$ cat src/rtl/multiword_add_pkg.sv
// Shared types and defaults for the multi-precision adder sequencer.
// Holds the FSM state encoding and the default slice geometry.
package multiword_add_pkg;

    typedef enum logic [1:0] {
        IDLE = 2'd0,
        RUN  = 2'd1,
        DONE = 2'd2
    } state_t;

    localparam int N_DEF     = 16;
    localparam int WORDS_DEF = 4;

endpackage

$ cat src/rtl/multiword_add_sequencer_adder.sv
// N-bit ripple-carry full adder used as the single shared slice datapath.
// Carry is propagated bit by bit through a local variable.
module RippleFullAdder #(
    parameter int N = 16
) (
    input  logic [N-1:0] a,
    input  logic [N-1:0] b,
    input  logic         ci,
    output logic [N-1:0] s,
    output logic         co
);

    always_comb begin
        logic c;
        c = ci;
        s = '0;
        for (int i = 0; i < N; i++) begin
            s[i] = a[i] ^ b[i] ^ c;
            c    = (a[i] & b[i]) | (c & (a[i] ^ b[i]));
        end
        co = c;
    end

endmodule

$ cat src/rtl/multiword_add_sequencer.sv
// Multi-precision add sequencer: one N-bit adder reused over WORDS cycles.
// Define MULTIWORD_ADD_SUB_EN to add the sub port (A - B via inverted B).
module multiword_add_sequencer
    import multiword_add_pkg::*;
#(
    parameter int N     = N_DEF,
    parameter int WORDS = WORDS_DEF
) (
    input  logic               clk,
    input  logic               rst,
    input  logic               start_valid,
    output logic               start_ready,
    input  logic [N*WORDS-1:0] op_a,
    input  logic [N*WORDS-1:0] op_b,
    input  logic               cin,
`ifdef MULTIWORD_ADD_SUB_EN
    input  logic               sub,
`endif
    output logic               res_valid,
    input  logic               res_ready,
    output logic [N*WORDS-1:0] result,
    output logic               cout,
    output logic               busy
);

    localparam int W  = N * WORDS;
    localparam int IW = (WORDS > 1) ? $clog2(WORDS) : 1;

    state_t        state, state_nx;
    logic [IW-1:0] idx;
    logic          carry;
    logic [W-1:0]  a_r, b_r;
    logic          inv_b;
    logic [N-1:0]  sa, sb, ss;
    logic          co;
    logic          last;
    logic          accept;

`ifdef MULTIWORD_ADD_SUB_EN
    logic sub_r;
    assign inv_b = sub_r;
`else
    assign inv_b = 1'b0;
`endif

    assign accept      = (state == IDLE) && start_valid;
    assign last        = (idx == IW'(WORDS - 1));
    assign start_ready = (state == IDLE);
    assign res_valid   = (state == DONE);
    assign busy        = (state != IDLE);

    assign sa = a_r[idx*N +: N];
    assign sb = b_r[idx*N +: N] ^ {N{inv_b}};

    RippleFullAdder #(.N(N)) u_adder (
        .a  (sa),
        .b  (sb),
        .ci (carry),
        .s  (ss),
        .co (co)
    );

    always_ff @(posedge clk or posedge rst) begin
        if (rst) state <= IDLE;
        else     state <= state_nx;
    end

    always_comb begin
        state_nx = state;
        unique case (state)
            IDLE:    if (start_valid) state_nx = RUN;
            RUN:     if (last)        state_nx = DONE;
            DONE:    if (res_ready)   state_nx = IDLE;
            default:                  state_nx = IDLE;
        endcase
    end

    always_ff @(posedge clk or posedge rst) begin
        if (rst) begin
            a_r    <= '0;
            b_r    <= '0;
            idx    <= '0;
            carry  <= 1'b0;
            result <= '0;
            cout   <= 1'b0;
`ifdef MULTIWORD_ADD_SUB_EN
            sub_r  <= 1'b0;
`endif
        end else if (accept) begin
            a_r   <= op_a;
            b_r   <= op_b;
            idx   <= '0;
`ifdef MULTIWORD_ADD_SUB_EN
            sub_r <= sub;
            carry <= sub | cin;
`else
            carry <= cin;
`endif
        end else if (state == RUN) begin
            result[idx*N +: N] <= ss;
            carry              <= co;
            if (last) begin
                // Wrap so idx is already 0 for the next request
                idx  <= '0;
                cout <= co;
            end else begin
                idx <= idx + 1'b1;
            end
        end
    end

endmodule

$ cat config.mk
export PLATFORM = sky130hd
export DESIGN_NAME = multiword_add_sequencer
export DESIGN_NICKNAME = d
export VERILOG_FILES = /design/src/rtl/multiword_add_pkg.sv /design/src/rtl/multiword_add_sequencer_adder.sv /design/src/rtl/multiword_add_sequencer.sv
export SDC_FILE = /design/constraint.sdc
export NUM_CORES = 1
export LEC_CHECK = 0
export CAP_MARGIN = 30
export CORE_AREA = 2 2 193 138
export CTS_CLUSTER_DIAMETER = 100
export DETAILED_ROUTE_END_ITERATION = 10
export DIE_AREA = 0 0 195 140
export PLACE_DENSITY_LB_ADDON = 0.15
export SYNTH_ARGS = -nofsm -noshare
export SYNTH_HDL_FRONTEND = slang
export SYNTH_HIERARCHICAL = 1
export SYNTH_SLANG_ARGS = --single-unit
$ cat constraint.sdc
create_clock -name clk -period 8.31 [get_ports clk]
set_input_delay 1.662 -clock clk [delete_from_list [all_inputs] [get_ports clk]]
set_output_delay 1.662 -clock clk [all_outputs]
set_load 0.01 [all_outputs]
==> Yosys cells after proc, flatten, opt, wreduce, memory -nomap -nowiden <==
Cells that the tools add are included.
{ "classes": {"n_addsub": 2, "eq_ne": 6, "shifts": 4, "n_mux": 10, "n_bitwise": 81, "reduce_logical": 7} }
{ "op_table": {"columns": ["op", "count"], "rows": [
  ["64-bit by 7-bit variable part select with 16-bit output", 2],
  ["64-bit bitwise mux", 1],
  ["16-bit by 34-bit variable shift with 64-bit output (first input constant)", 1],
  ["16-bit by 34-bit variable part select with 64-bit output", 1],
  ["6-bit negation with 34-bit output", 1],
  ["1-bit AND", 32],
  ["1-bit bitwise XOR", 32],
  ["1-bit bitwise OR", 16],
  ["2-bit two-way mux", 6],
  ["2-bit one-hot mux with 3 select lines", 1],
  ["3-bit AND reduction", 2],
  ["2-bit equality test (second input constant)", 2],
  ["2-bit inequality test (second input constant)", 2],
  ["2-bit nonzero test", 2],
  ["2-bit by 1-bit adder with 2-bit output (second input constant)", 1],
  ["2-bit by 1-bit equality test with 1-bit output (second input constant)", 1],
  ["2-bit logical NOT", 1],
  ["1-bit two-way mux", 2],
  ["2-bit by 1-bit inequality test with 1-bit output (second input constant)", 1],
  ["2-bit AND reduction", 1],
  ["1-bit logical AND", 1],
  ["1-bit inverter", 1]
]} }
{ "totals": {"reg_bits": 198, "input_bits": 133, "output_inout_bits": 68, "elab_cells": 117} }

==> Longest topological paths before layout <==
Gate-level depths: netlist of run 1.
{ "logic_depth": {"ltp_word": 36, "mapped_depth": 25, "ltp_nobuf": 23} }

==> Hierarchy <==
The synthesis of run 1 kept the hierarchy.
{ "by_module_without_submodules": {"columns": ["module", "instances", "cells_each", "area_per_inst_um2", "seq_area_each_um2"], "rows": [
  ["multiword_add_sequencer", 1, 563, 8394.3, 4954.8],
  ["RippleFullAdder", 1, 26, 357.8, 0.0]
]} }

==> Worst setup path before layout of run 1 <==
Ideal clock, no wire load.
{ "synth_timing": {"path_type": "register -> register", "start": "reg idx[0]", "end": "reg result[63]", "setup_time_ns": 0.083, "t_arrival_ns": 7.704, "required_time_ns": 8.227, "setup_slack_ns": 0.523, "path_stages_with_launch": 26, "path_buffers": 2, "period_less_slack_ns": 7.787, "path_cell_list": "dfrtp_1 buf_4 buf_2 mux4_2 fa_1 inv_1 fa_1 inv_1 fa_1 fa_1 fa_1 fa_1 fa_1 fa_1 fa_1 fa_1 fa_1 fa_1 fa_1 fa_1 fa_1 inv_1 fa_1 inv_1 nand2_1 o21ai_0"} }
{ "synth_via": {"elab_chain_len": 35, "elab_cells_between_ends": 83, "cone_classes": "1 x add/sub; 4 x shift; 1 x mux; 77 x bitwise"} }
{ "synth_lines": {"columns": ["item", "line", "text"], "rows": [
  ["start: declaration", "multiword_add_sequencer.sv:30", "logic [IW-1:0] idx;"],
  ["start signal: assignment", "multiword_add_sequencer.sv:107", "idx <= idx + 1'b1;"],
  ["64-bit by 7-bit variable part select with 16-bit output *", "multiword_add_sequencer.sv:53", "assign sb = b_r[idx*N +: N] ^ {N{inv_b}};"],
  ["via sb[0]", "multiword_add_sequencer.sv:34", "logic [N-1:0] sa, sb, ss;"],
  ["1-bit bitwise XOR", "multiword_add_sequencer_adder.sv:19", "c = (a[i] & b[i]) | (c & (a[i] ^ b[i]));"],
  ["1-bit AND", "multiword_add_sequencer_adder.sv:19", null],
  ["1-bit bitwise OR *", "multiword_add_sequencer_adder.sv:19", null],
  ["1-bit AND *", "multiword_add_sequencer_adder.sv:19", null],
  ["1-bit bitwise OR *", "multiword_add_sequencer_adder.sv:19", null],
  ["1-bit AND *", "multiword_add_sequencer_adder.sv:19", null],
  ["(+21 left out)", null, null],
  ["1-bit AND *", "multiword_add_sequencer_adder.sv:19", null],
  ["1-bit bitwise OR *", "multiword_add_sequencer_adder.sv:19", null],
  ["1-bit AND *", "multiword_add_sequencer_adder.sv:19", null],
  ["1-bit bitwise OR *", "multiword_add_sequencer_adder.sv:19", null],
  ["1-bit bitwise XOR *", "multiword_add_sequencer_adder.sv:18", "s[i] = a[i] ^ b[i] ^ c;"],
  ["via ss[15]", "multiword_add_sequencer.sv:34", null],
  ["16-bit by 34-bit variable part select with 64-bit output *", "multiword_add_sequencer.sv:100", "result[idx*N +: N] <= ss;"],
  ["64-bit bitwise mux *", "multiword_add_sequencer.sv:100", null],
  ["end signal: indexed assignment", "multiword_add_sequencer.sv:100", null],
  ["end: declaration", "multiword_add_sequencer.sv:21", "output logic [N*WORDS-1:0] result,"]
]} }
Mark *: on every way through the listed nets, which the timed path passes. The rest lies on a longest branch.
A chain may end at the register's enable or synchronous reset.

==> Final worst setup path of run 1 <==
{ "layout_timing": {"start": "reg idx[0]", "end": "reg result[63]"} }
{ "layout_via": {"elab_chain_len": 35, "elab_cells_between_ends": 83, "cone_classes": "1 x add/sub; 4 x shift; 1 x mux; 77 x bitwise"} }
{ "layout_lines": {"columns": ["item", "line", "text"], "rows": [
  ["64-bit by 7-bit variable part select with 16-bit output *", "multiword_add_sequencer.sv:52", "assign sa = a_r[idx*N +: N];"],
  ["via sa[0]", "multiword_add_sequencer.sv:34", null],
  ["1-bit bitwise XOR", "multiword_add_sequencer_adder.sv:19", null],
  ["1-bit AND", "multiword_add_sequencer_adder.sv:19", null],
  ["1-bit bitwise OR *", "multiword_add_sequencer_adder.sv:19", null],
  ["1-bit AND *", "multiword_add_sequencer_adder.sv:19", null],
  ["1-bit bitwise OR *", "multiword_add_sequencer_adder.sv:19", null],
  ["1-bit AND *", "multiword_add_sequencer_adder.sv:19", null],
  ["(+21 left out)", null, null],
  ["1-bit AND *", "multiword_add_sequencer_adder.sv:19", null],
  ["1-bit bitwise OR *", "multiword_add_sequencer_adder.sv:19", null],
  ["1-bit AND *", "multiword_add_sequencer_adder.sv:19", null],
  ["1-bit bitwise OR *", "multiword_add_sequencer_adder.sv:19", null],
  ["1-bit bitwise XOR *", "multiword_add_sequencer_adder.sv:18", null],
  ["via ss[15]", "multiword_add_sequencer.sv:34", null],
  ["16-bit by 34-bit variable part select with 64-bit output *", "multiword_add_sequencer.sv:100", null],
  ["64-bit bitwise mux *", "multiword_add_sequencer.sv:100", null]
]} }
Marked as above.

==> results.md, run 1 <==
GRT:
- The number of global-route vias before repair was just over 6,000.
- For this run, the total global-route usage over all layers was measured as 17.59%.
- The initial antenna violation count is 1.
- The wire length of the first global-routing pass is approximately 36,000 µm.
- Entering global routing, the biggest net connects 122 pins.
- Global routing finished with a remaining overflow of 0.

Finish:
- From synthesis to final layout, the design area changed by 33.15%.
- At the end of the flow, the number of nets in the layout was 935.
- The final cell count without fillers is around 1,100.
- Cells with a size suffix above 1 make up 28.63% of the layout.
- Measured on the finished design, the core utilization comes to between 40% and 50%.
- After routing the design area is 11,650 µm².

CTS:
- The total clock sinks is 198.
- The worst-skew pair later-pin latency is about 0.44 ns.
- In this run the deepest clock path goes through 2 buffers.
- The H-tree depth is 4.
- In this run, post-CTS hold repair placed 0 buffers.
- The clock tree root buffer cell is sky130_fd_sc_hd__clkbuf_16.
- The clock transition at the registers of the reported paths is 0.07 ns.
- The clock buffer count from CTS is 17.
- Buffers added to address setup during post-CTS repair amount to 0.
- TritonCTS built the clock tree.
- The post-cts repair resize count is 0.

Place:
- The placed standard-cell area is 11,000 µm².
- The HPWL reported at the end of detailed placement is 17,130 µm.
- Port buffering added 200 buffers.
- The final weighted congestion in routability-driven placement is 0.7433.
- The worst slack at placement is between 0.5 and 0.6 ns.
- The cell total after placement is 1,091.

Outcome:
- The flow ran to the end, and the final reports show no timing, DRC or antenna violations.

Worst setup path:
- The endpoint of the most critical register-to-register path is result[63].
- The path depth of the worst reg2reg path is 23.
- STA classifies the critical path endpoint as a register.
- Along the worst path, the maximum fanout reaches 5.
- STA classifies the critical path startpoint as a register.
- The reg-to-reg startpoint is idx[0].
- The critical path is of the register to register type.
- The reg2reg setup slack is between 0.4 and 0.5 ns.
- Data arrives at the worst endpoint at about 8.2 ns.
- STA puts the critical path data required time at 8.65 ns.

Drt:
- The residual DRC count is 0.
- Across all layers, the routed design uses ~5,500 vias.
- The wire length per cell after detailed routing is 20.36 µm.
- Using the TritonRoute via totals, the vias-per-cell ratio works out to 4.896.
- The remaining antenna violation count is 0.
- The initial DRC count is 309.
- The overall routed net length is approximately 23,000 µm.
- The number of search-and-repair iterations in the first detailed-routing pass is 4.

Synthesis:
- The total standard cell area after synthesis is approximately 8800 µm².
- The count of flip-flops with a built-in enable after synthesis is 0.
- The commonest cells after synthesis are sky130_fd_sc_hd__dfrtp_1 (198), sky130_fd_sc_hd__mux2_2 (129), sky130_fd_sc_hd__nand2_1 (70).
- For this run, asynchronously set or reset flops after synthesis account for 100.0%.
- For this run, the leading register cell type out of synthesis is sky130_fd_sc_hd__dfrtp_1.
- The synthesized design contains approximately 200 register bits.
- The number of distinct library cells after synthesis is 30.
- Counting every net in the synthesized netlist gives between 700 and 800.
- After synthesis, the largest area contributor takes up 56.61% of total cell area.
- In the synthesized netlist, the number of instances is 589.
- The total number of yosys warnings is 6.
- The biggest area contributor in the post-synthesis netlist is sky130_fd_sc_hd__dfrtp_1.
- Each instance of the synthesized netlist takes up on average 14.86 µm².
- By area the synthesized netlist is led by sky130_fd_sc_hd__dfrtp_1 (57%), sky130_fd_sc_hd__mux2_2 (17%), sky130_fd_sc_hd__mux4_2 (8.2%).
- By instance count, the leading cell after synthesis is sky130_fd_sc_hd__dfrtp_1.
- The sequential fraction of the synthesis area is 56.61%.

STA:
- The count of final max-slew check failures is 0.
- The time the worst path needs with I/O delays and setup is 7.833 ns.
- The part of the cycle the worst path needs is 94.26%.
- Hold timing on the final database bottoms out at a slack of 0.4823 ns.
- The total count of hold-check failures in the final report is 0.
- Derived from the worst setup path, the maximum achievable clock frequency is approximately 130 MHz.
- Setup violations remaining at the end of the flow were counted as 0.
- The total negative slack is 0 ns.
- The slew at the pin closest to its max-slew limit is 1.013 ns.
- The relative slew slack is 31.93%.
- Setup repair after global routing left no endpoint under its margin.
- Once routing completed, OpenROAD measured the worst setup slack at roughly 0.48 ns.
- Clock skew on the completed layout was measured at 0.01293 ns.

Min path:
- The count of cells along the worst hold path is 2.
- The startpoint identified for the worst hold timing path is result[55].
- For hold timing, the worst endpoint is result[55].
- The tightest min-delay check is of the register to register type.

Floorplanning:
- The initial core utilization is between 30% and 40%.
- The die covers 27,300 µm².
- The number of rows in the core area is 49.
- The die width is a little under 200 µm.
- From bottom edge to top edge, the die measures 140 µm.
- Pin placement for this block handled 201 I/O pins.
- The floorplan step defined a core boundary enclosing between 20,000 and 30,000 µm².

Power and ir drop:
- The overall power is 5.166 mW.
- The static leakage is 4.768 nW.
- The worst-case vdd ir drop is approximately 0.21 mV.
- Dividing total power by cell area gives a power density of 443.3 nW/µm².

Run:
- The number of maximum-capacitance violations is 0.
-- worst max-delay path by stage --
stage / start / slack (ns) / endpoint
final: idx[0] / 0.48 / result[63]
after detailed placement: idx[0] / 0.53 / result[63]
after floorplan: idx[0] / 0.52 / result[63]
after global placement: idx[0] / 0.56 / result[63]
after global routing: idx[0] / 0.15 / result[63]
after CTS: idx[0] / 0.47 / result[63]
-- cell families (layout without fill, tap and decap cells) --
logic type / Yosys count / after routing / synth area share [%]
compound gates: 70 / 70 / 5.661
simple gates: 85 / 85 / 4.761
mux: 162 / 162 / 24.95
other cells: 0 / 1 / 0
flops: 198 / 198 / 56.61
buf+inv: 53 / 257 / 3.645
fa+ha+maj: 21 / 21 / 4.375
-- layer usage --
metal	up-vias	global-route usage [%]	wire length, µm
met5	-	0	0
met3	18	4.142	1247
met1	2829	26.23	11400
met4	0	4.540	206
li1	2498	-	-
met2	163	25.79	10050
-- sequential cells by signal, indices dropped and copies added (netlist names) --
signal / count
carry: 1
a_r: 64
state: 2
cout: 1
idx: 2
b_r: 64
result: 64
-- power breakdown --
| part | switching, mW | leakage [nW] | total [mW] | internal, mW |
|---|---|---|---|---|
| clock | 0.383 | 0.283 | 0.848 | 0.465 |
| combinational | 1.36 | 2.02 | 2.65 | 1.30 |
| sequential | 0.254 | 2.47 | 1.66 | 1.41 |
-- placed cells by master, fill, tap and decap left out --
master / netlist / routed
sky130_fd_sc_hd__mux2i_1: 1 / 1
sky130_fd_sc_hd__diode_2: 0 / 1
sky130_fd_sc_hd__nor2b_1: 1 / 1
sky130_fd_sc_hd__dfrtp_1: 198 / 196
sky130_fd_sc_hd__and2_4: 0 / 1
sky130_fd_sc_hd__ha_1: 5 / 5
sky130_fd_sc_hd__bufinv_16: 0 / 2
sky130_fd_sc_hd__o31ai_1: 1 / 1
sky130_fd_sc_hd__or3b_4: 1 / 1
sky130_fd_sc_hd__buf_8: 0 / 2
sky130_fd_sc_hd__nor4bb_1: 1 / 1
sky130_fd_sc_hd__nand3b_1: 2 / 2
sky130_fd_sc_hd__and4bb_2: 1 / 1
sky130_fd_sc_hd__nand2_1: 70 / 70
sky130_fd_sc_hd__o21ai_1: 2 / 2
sky130_fd_sc_hd__a22oi_1: 1 / 1
sky130_fd_sc_hd__buf_16: 0 / 2
sky130_fd_sc_hd__buf_4: 3 / 6
sky130_fd_sc_hd__clkinv_2: 0 / 1
sky130_fd_sc_hd__nor4b_4: 2 / 2
sky130_fd_sc_hd__mux4_2: 32 / 32
sky130_fd_sc_hd__a22o_1: 16 / 16
sky130_fd_sc_hd__nor2_1: 3 / 3
sky130_fd_sc_hd__mux2_2: 129 / 129
sky130_fd_sc_hd__clkinv_4: 0 / 2
sky130_fd_sc_hd__o21ai_0: 33 / 33
sky130_fd_sc_hd__clkinvlp_4: 0 / 4
sky130_fd_sc_hd__fa_1: 16 / 16
sky130_fd_sc_hd__a21oi_1: 1 / 1
sky130_fd_sc_hd__clkbuf_8: 0 / 2
sky130_fd_sc_hd__a22o_2: 16 / 16
sky130_fd_sc_hd__inv_8: 0 / 4
sky130_fd_sc_hd__clkdlybuf4s50_1: 0 / 200
sky130_fd_sc_hd__clkbuf_16: 0 / 17
sky130_fd_sc_hd__nor4_4: 1 / 1
sky130_fd_sc_hd__nand2b_1: 2 / 2
sky130_fd_sc_hd__dfrtp_2: 0 / 2
sky130_fd_sc_hd__inv_1: 16 / 15
-- layout make-up --
class                   count  area (µm²)
repair buffers            210        2132
diodes                      1       2.502
well taps                 331       414.1
clock inverters            12       146.4
flip-flops and latches    198        4957
multi-input cells         338        3481
clock buffers              19       452.9
fillers                  2261       13730
inverters                  16       67.56
-- worst max-delay path, cell delays in order (launching register included) --
cell	delay (ns)
sky130_fd_sc_hd__dfrtp_2	0.43
sky130_fd_sc_hd__mux4_2	0.54
sky130_fd_sc_hd__fa_1	0.43
sky130_fd_sc_hd__inv_1	0.09
sky130_fd_sc_hd__fa_1	0.17
sky130_fd_sc_hd__inv_1	0.05
sky130_fd_sc_hd__fa_1	0.41
sky130_fd_sc_hd__fa_1	0.40
sky130_fd_sc_hd__fa_1	0.40
sky130_fd_sc_hd__fa_1	0.39
sky130_fd_sc_hd__fa_1	0.39
sky130_fd_sc_hd__fa_1	0.45
sky130_fd_sc_hd__fa_1	0.40
sky130_fd_sc_hd__fa_1	0.39
sky130_fd_sc_hd__fa_1	0.39
sky130_fd_sc_hd__fa_1	0.38
sky130_fd_sc_hd__fa_1	0.40
sky130_fd_sc_hd__fa_1	0.41
sky130_fd_sc_hd__fa_1	0.37
sky130_fd_sc_hd__inv_1	0.08
sky130_fd_sc_hd__fa_1	0.42
sky130_fd_sc_hd__inv_1	0.13
sky130_fd_sc_hd__nand2_1	0.06
sky130_fd_sc_hd__o21ai_0	0.16
Power figures use the tool's default switching activity.
==> run 2, diff against run 1 <==
--- a/config.mk
+++ b/config.mk
@@ -6,12 +6,11 @@
 export NUM_CORES = 1
 export LEC_CHECK = 0
 export CAP_MARGIN = 30
-export CORE_AREA = 2 2 193 138
+export CORE_AREA = 2 2 200 143
 export CTS_CLUSTER_DIAMETER = 100
 export DETAILED_ROUTE_END_ITERATION = 10
-export DIE_AREA = 0 0 195 140
+export DIE_AREA = 0 0 202 145
 export PLACE_DENSITY_LB_ADDON = 0.15
 export SYNTH_ARGS = -nofsm -noshare
 export SYNTH_HDL_FRONTEND = slang
-export SYNTH_HIERARCHICAL = 1
 export SYNTH_SLANG_ARGS = --single-unit
==> constraint.sdc (replaced) <==
create_clock -name clk -period 9.49 [get_ports clk]
set_input_delay 1.898 -clock clk [delete_from_list [all_inputs] [get_ports clk]]
set_output_delay 1.898 -clock clk [all_outputs]
set_load 0.01 [all_outputs]
==> run 2 against run 1 <==
Non-clock buffer count grew 2. Die area is 7.3% higher. Power decreased by 8.5%. Via count rose by 7.9%. Flip-flop and latch count unchanged. Utilization fell by 1.1 points. Combinational power fell by 4%. Clock skew increased by 0.00074 ns.
==> results.md, run 2 <==
GRT:
- The total global-route track usage was 18.54% (+0.95 points).
- The number of global-route vias before repair is 6,558 (+8.7%).
- The total overflow reported by the global router is 0 (unchanged).
- The wire length of the first global-routing pass is 40,730 µm (+13%).
- The initial antenna violation count came to 9 (+8).
- The largest net degree at the start of global routing is 120 (-1.6%).

Finish:
- Compared with the post-synthesis result, the final layout area differs by 29.82%.
- The largest registers in the layout are a_r (64), b_r (64), result (64).
- The ratio of cells with drive above 1 in the final layout is 26.67% (-2.0 points).
- The final core area utilization is 44.83% (-1.1 points).
- The count of filler cells inserted in the layout came to 2,421 (+7.1%).
- The top cell types in the final layout, fill and taps aside, are sky130_fd_sc_hd__clkdlybuf4s50_1 (200), sky130_fd_sc_hd__dfrtp_1 (196), sky130_fd_sc_hd__mux2_2 (136).
- The net total in the final layout is 948 (+1.4%).
- The most frequent standard cell in the layout excluding fill and tap cells is sky130_fd_sc_hd__clkdlybuf4s50_1.

Worst setup path:
- The required time of the worst setup path is 9.82 ns (+1.17 ns).
- The largest fanout on the critical path is 34 (+29).
- The critical path is of the register to register type.
- The critical path endpoint category is a register.
- The startpoint kind of the worst setup timing path is a register.
- The arrival time of data at the critical path endpoint is 7.97 ns (-0.20 ns).

CTS:
- The hold buffer count at CTS was 0 (unchanged).
- The clock buffer count from CTS is 17 (unchanged).
- The maximum buffer depth of the clock tree is 2 (unchanged).
- The number of setup buffers added after CTS was 0 (unchanged).
- The post-cts repair resize count is 0 (unchanged).
- The H-tree depth is 4 (unchanged).
- The total clock sinks came to 198 (unchanged).
- The worst-skew pair later-pin latency is 0.44 ns (about the same).
- TritonCTS built the clock tree.
- The clock transition at the registers of the reported paths is 0.08 ns (about the same).
- The clock tree root buffer cell is sky130_fd_sc_hd__clkbuf_16.

Synthesis:
- The library cell with the largest summed area after synthesis is sky130_fd_sc_hd__dfrtp_1.
- The number of distinct library cells after synthesis is 34 (+13%).
- The net count of the mapped netlist came to 765 (+3.0%).
- The flop and latch count out of synthesis is 198 (unchanged).
- The top cell type's share of synthesized area is 52.41% (-4.2 points).
- Ranked by total cell area, the synthesized netlist is headed by sky130_fd_sc_hd__dfrtp_1 (52%), sky130_fd_sc_hd__mux2_2 (16%), sky130_fd_sc_hd__a32o_1 (5.0%).
- The total standard cell area after synthesis is 9454 µm² (+8.0%).
- The most repeated cell in the gate-level netlist after synthesis is sky130_fd_sc_hd__dfrtp_1.
- The sequential fraction of the synthesis area is 52.41% (-4.2 points).
- By count the netlist is led by sky130_fd_sc_hd__dfrtp_1 (198), sky130_fd_sc_hd__mux2_2 (136), sky130_fd_sc_hd__a32o_1 (47).
- The share of synthesized flip-flops with an asynchronous set or reset came to 100.0% (unchanged).
- The mean cell area of the mapped netlist is 15.50 µm² (+4.3%).
- The count of flip-flops with a built-in enable after synthesis was 0 (unchanged).
- The total number of yosys warnings is 0 (-6).
- The number of cells produced by synthesis is 610 (+3.6%).
- The dominant register cell in the synthesized netlist is sky130_fd_sc_hd__dfrtp_1.

Power and ir drop:
- The static leakage is 5.097 nW (+6.9%).
- The power density of the placed cells came to 385.3 nW/µm² (-13%).
- The worst-case vdd ir drop is 0.2218 mV (+7.4%).

STA:
- The time the worst path needs with I/O delays and setup came to 7.641 ns (-0.1920 ns).
- The part of the cycle the worst path needs came to 80.52% (-14 points).
- Setup repair after global routing left no endpoint under its margin.
- The number of setup violations in the final report was 0 (unchanged).
- The worst path setup slack after routing is 1.849 ns (+1.372 ns).
- The relative slew slack is 31.83% (-0.11 points).
- The total count of hold-check failures in the final report came to 0 (unchanged).
- The final setup skew is 0.01367 ns (+0.0007422 ns).
- The slew at the pin closest to its max-slew limit is 1.023 ns (+0.009245 ns).
- The count of final max-slew check failures is 0 (unchanged).
- The top achievable clock speed is 130.9 MHz (+2.5%).
- The total negative slack is 0 ns (unchanged).

Outcome:
- The run finished with clean final reports.

Floorplanning:
- The number of rows in the core area is 51 (+4.1%).
- The area enclosed by the die boundary is 29,290 µm² (+7.3%).
- The total core area came to 27,380 µm² (+7.9%).
- The initial core utilization is 34.54% (+0.053 points).
- The y dimension of the die is 145 µm (+3.6%).
- The number of top-level pins is 201 (unchanged).
- The die width came to 202 µm (+3.6%).

Drt:
- The residual DRC count came to 0 (unchanged).
- The wire length per cell after detailed routing is 22.24 µm (+9.2%).
- The via density per instance is 5.042 (+3.0%).
- The overall routed net length is 26,220 µm (+14%).
- The remaining antenna violation count is 0 (unchanged).
- The initial DRC count was 293 (-5.2%).
- The number of search-and-repair iterations in the first detailed-routing pass is 4 (unchanged).
- The overall via count from detail_route is 5,945 (+7.9%).

Min path:
- The class of the tightest hold or removal check is register to register.

Place:
- The final weighted congestion in routability-driven placement is 0.7727 (+4.0%).
- The number of port buffers is 200 (unchanged).
- The worst slack at placement was 1.839 ns (+1.312 ns).
- The HPWL reported at the end of detailed placement is 19,200 µm (+12%).

Run:
- The number of maximum-capacitance violations was 0 (unchanged).
run 2: changes by cell type after synthesis, sizes merged, moves of 10 or more:
cell and delta:
nor2b +32, o21ai -34, nor4bb +10, a32o +47, inv +16, mux2 +17, and2 +16, buf +18
nand2 -70, a22o -30
run 2: kinds of logic (layout without fill, tap and decap cells):
family / Yosys count / count (layout) / share of synthesized area (%)
AO/OA/AOI/OAI: 53 / 53 / 5.439
flip-flops: 198 / 198 / 52.41
buffers and inverters: 80 / 276 / 5.453
other: 0 / 2 / 0
adder cells (fa/ha/maj): 22 / 22 / 4.182
AND/OR/NAND/NOR: 79 / 79 / 6.432
multiplexers: 178 / 178 / 26.09
run 2: layout make-up:
type                       count  area [µm²]  area share, %
clock buffer                  18       439.2          3.578
multi-input combinational    332        3990          32.51
sequential                   198        4957          40.39
tap                          371       464.2          3.782
inverter                      32       127.6          1.040
antenna                        2       5.005        0.04078
timing repair buffer         212        2132          17.37
clock inverter                14       157.7          1.285
run 2: routing by layer:
| metal | vias to the layer above | part of all wire (%) | global-route usage, % |
|---|---|---|---|
| met2 | 168 | 45 | 27.46 |
| met4 | 6 | 0.85 | 3.529 |
| li1 | 2614 | - | - |
| met1 | 3136 | 46 | 25.74 |
| met5 | - | 0.14 | 0 |
| met3 | 21 | 7.6 | 7.457 |
run 2: worst paths after layout:
| path | cells past startpoint | startpoint | endpoint | slack, ns |
|---|---|---|---|---|
| min in group asynchronous | 2 | rst | a_r[42] | 2.01 |
| min reg2reg | 1 | result[3] | result[3] | 0.50 |
| max | 25 | idx[0] | result[31] | 1.85 |
| min | 1 | result[3] | result[3] | 0.50 |
| max in group asynchronous | 4 | rst | idx[1] | 6.14 |
| max reg2reg | 25 | idx[0] | result[31] | 1.85 |
run 2: power by group:
part | switching (mW) | internal (mW)
Clock | 0.359 | 0.383
Sequential | 0.251 | 1.20
Combinational | 1.29 | 1.25
run 2: critical path, cell delays in order, from the launching register on:
cell and delay, ns:
sky130_fd_sc_hd__dfrtp_2 0.98, sky130_fd_sc_hd__buf_4 0.48, sky130_fd_sc_hd__mux4_1 0.34, sky130_fd_sc_hd__inv_1 0.07, sky130_fd_sc_hd__fa_1 0.40, sky130_fd_sc_hd__fa_1 0.37, sky130_fd_sc_hd__inv_1 0.07, sky130_fd_sc_hd__fa_1 0.17
sky130_fd_sc_hd__fa_1 0.16, sky130_fd_sc_hd__inv_1 0.06, sky130_fd_sc_hd__fa_1 0.43, sky130_fd_sc_hd__fa_1 0.39, sky130_fd_sc_hd__inv_1 0.08, sky130_fd_sc_hd__fa_1 0.18, sky130_fd_sc_hd__fa_1 0.17, sky130_fd_sc_hd__inv_1 0.06
sky130_fd_sc_hd__fa_1 0.37, sky130_fd_sc_hd__fa_1 0.40, sky130_fd_sc_hd__fa_1 0.39, sky130_fd_sc_hd__fa_1 0.39, sky130_fd_sc_hd__fa_1 0.38, sky130_fd_sc_hd__inv_1 0.08, sky130_fd_sc_hd__fa_1 0.18, sky130_fd_sc_hd__fa_1 0.46
sky130_fd_sc_hd__and4b_1 0.21, sky130_fd_sc_hd__mux2_2 0.25
run 2: per-stage QoR:
stage	instances	hold slack, ns	cell area [µm²]	power (mW)
after floorplan	610	0.4718	9454	3.153
after global placement	1142	0.4828	11610	3.955
after detailed placement	1144	0.4815	11640	4.023
after CTS	1176	0.4999	12240	4.775
after global routing	1177	0.5191	12270	5.053
final	1179	0.4958	12270	4.728
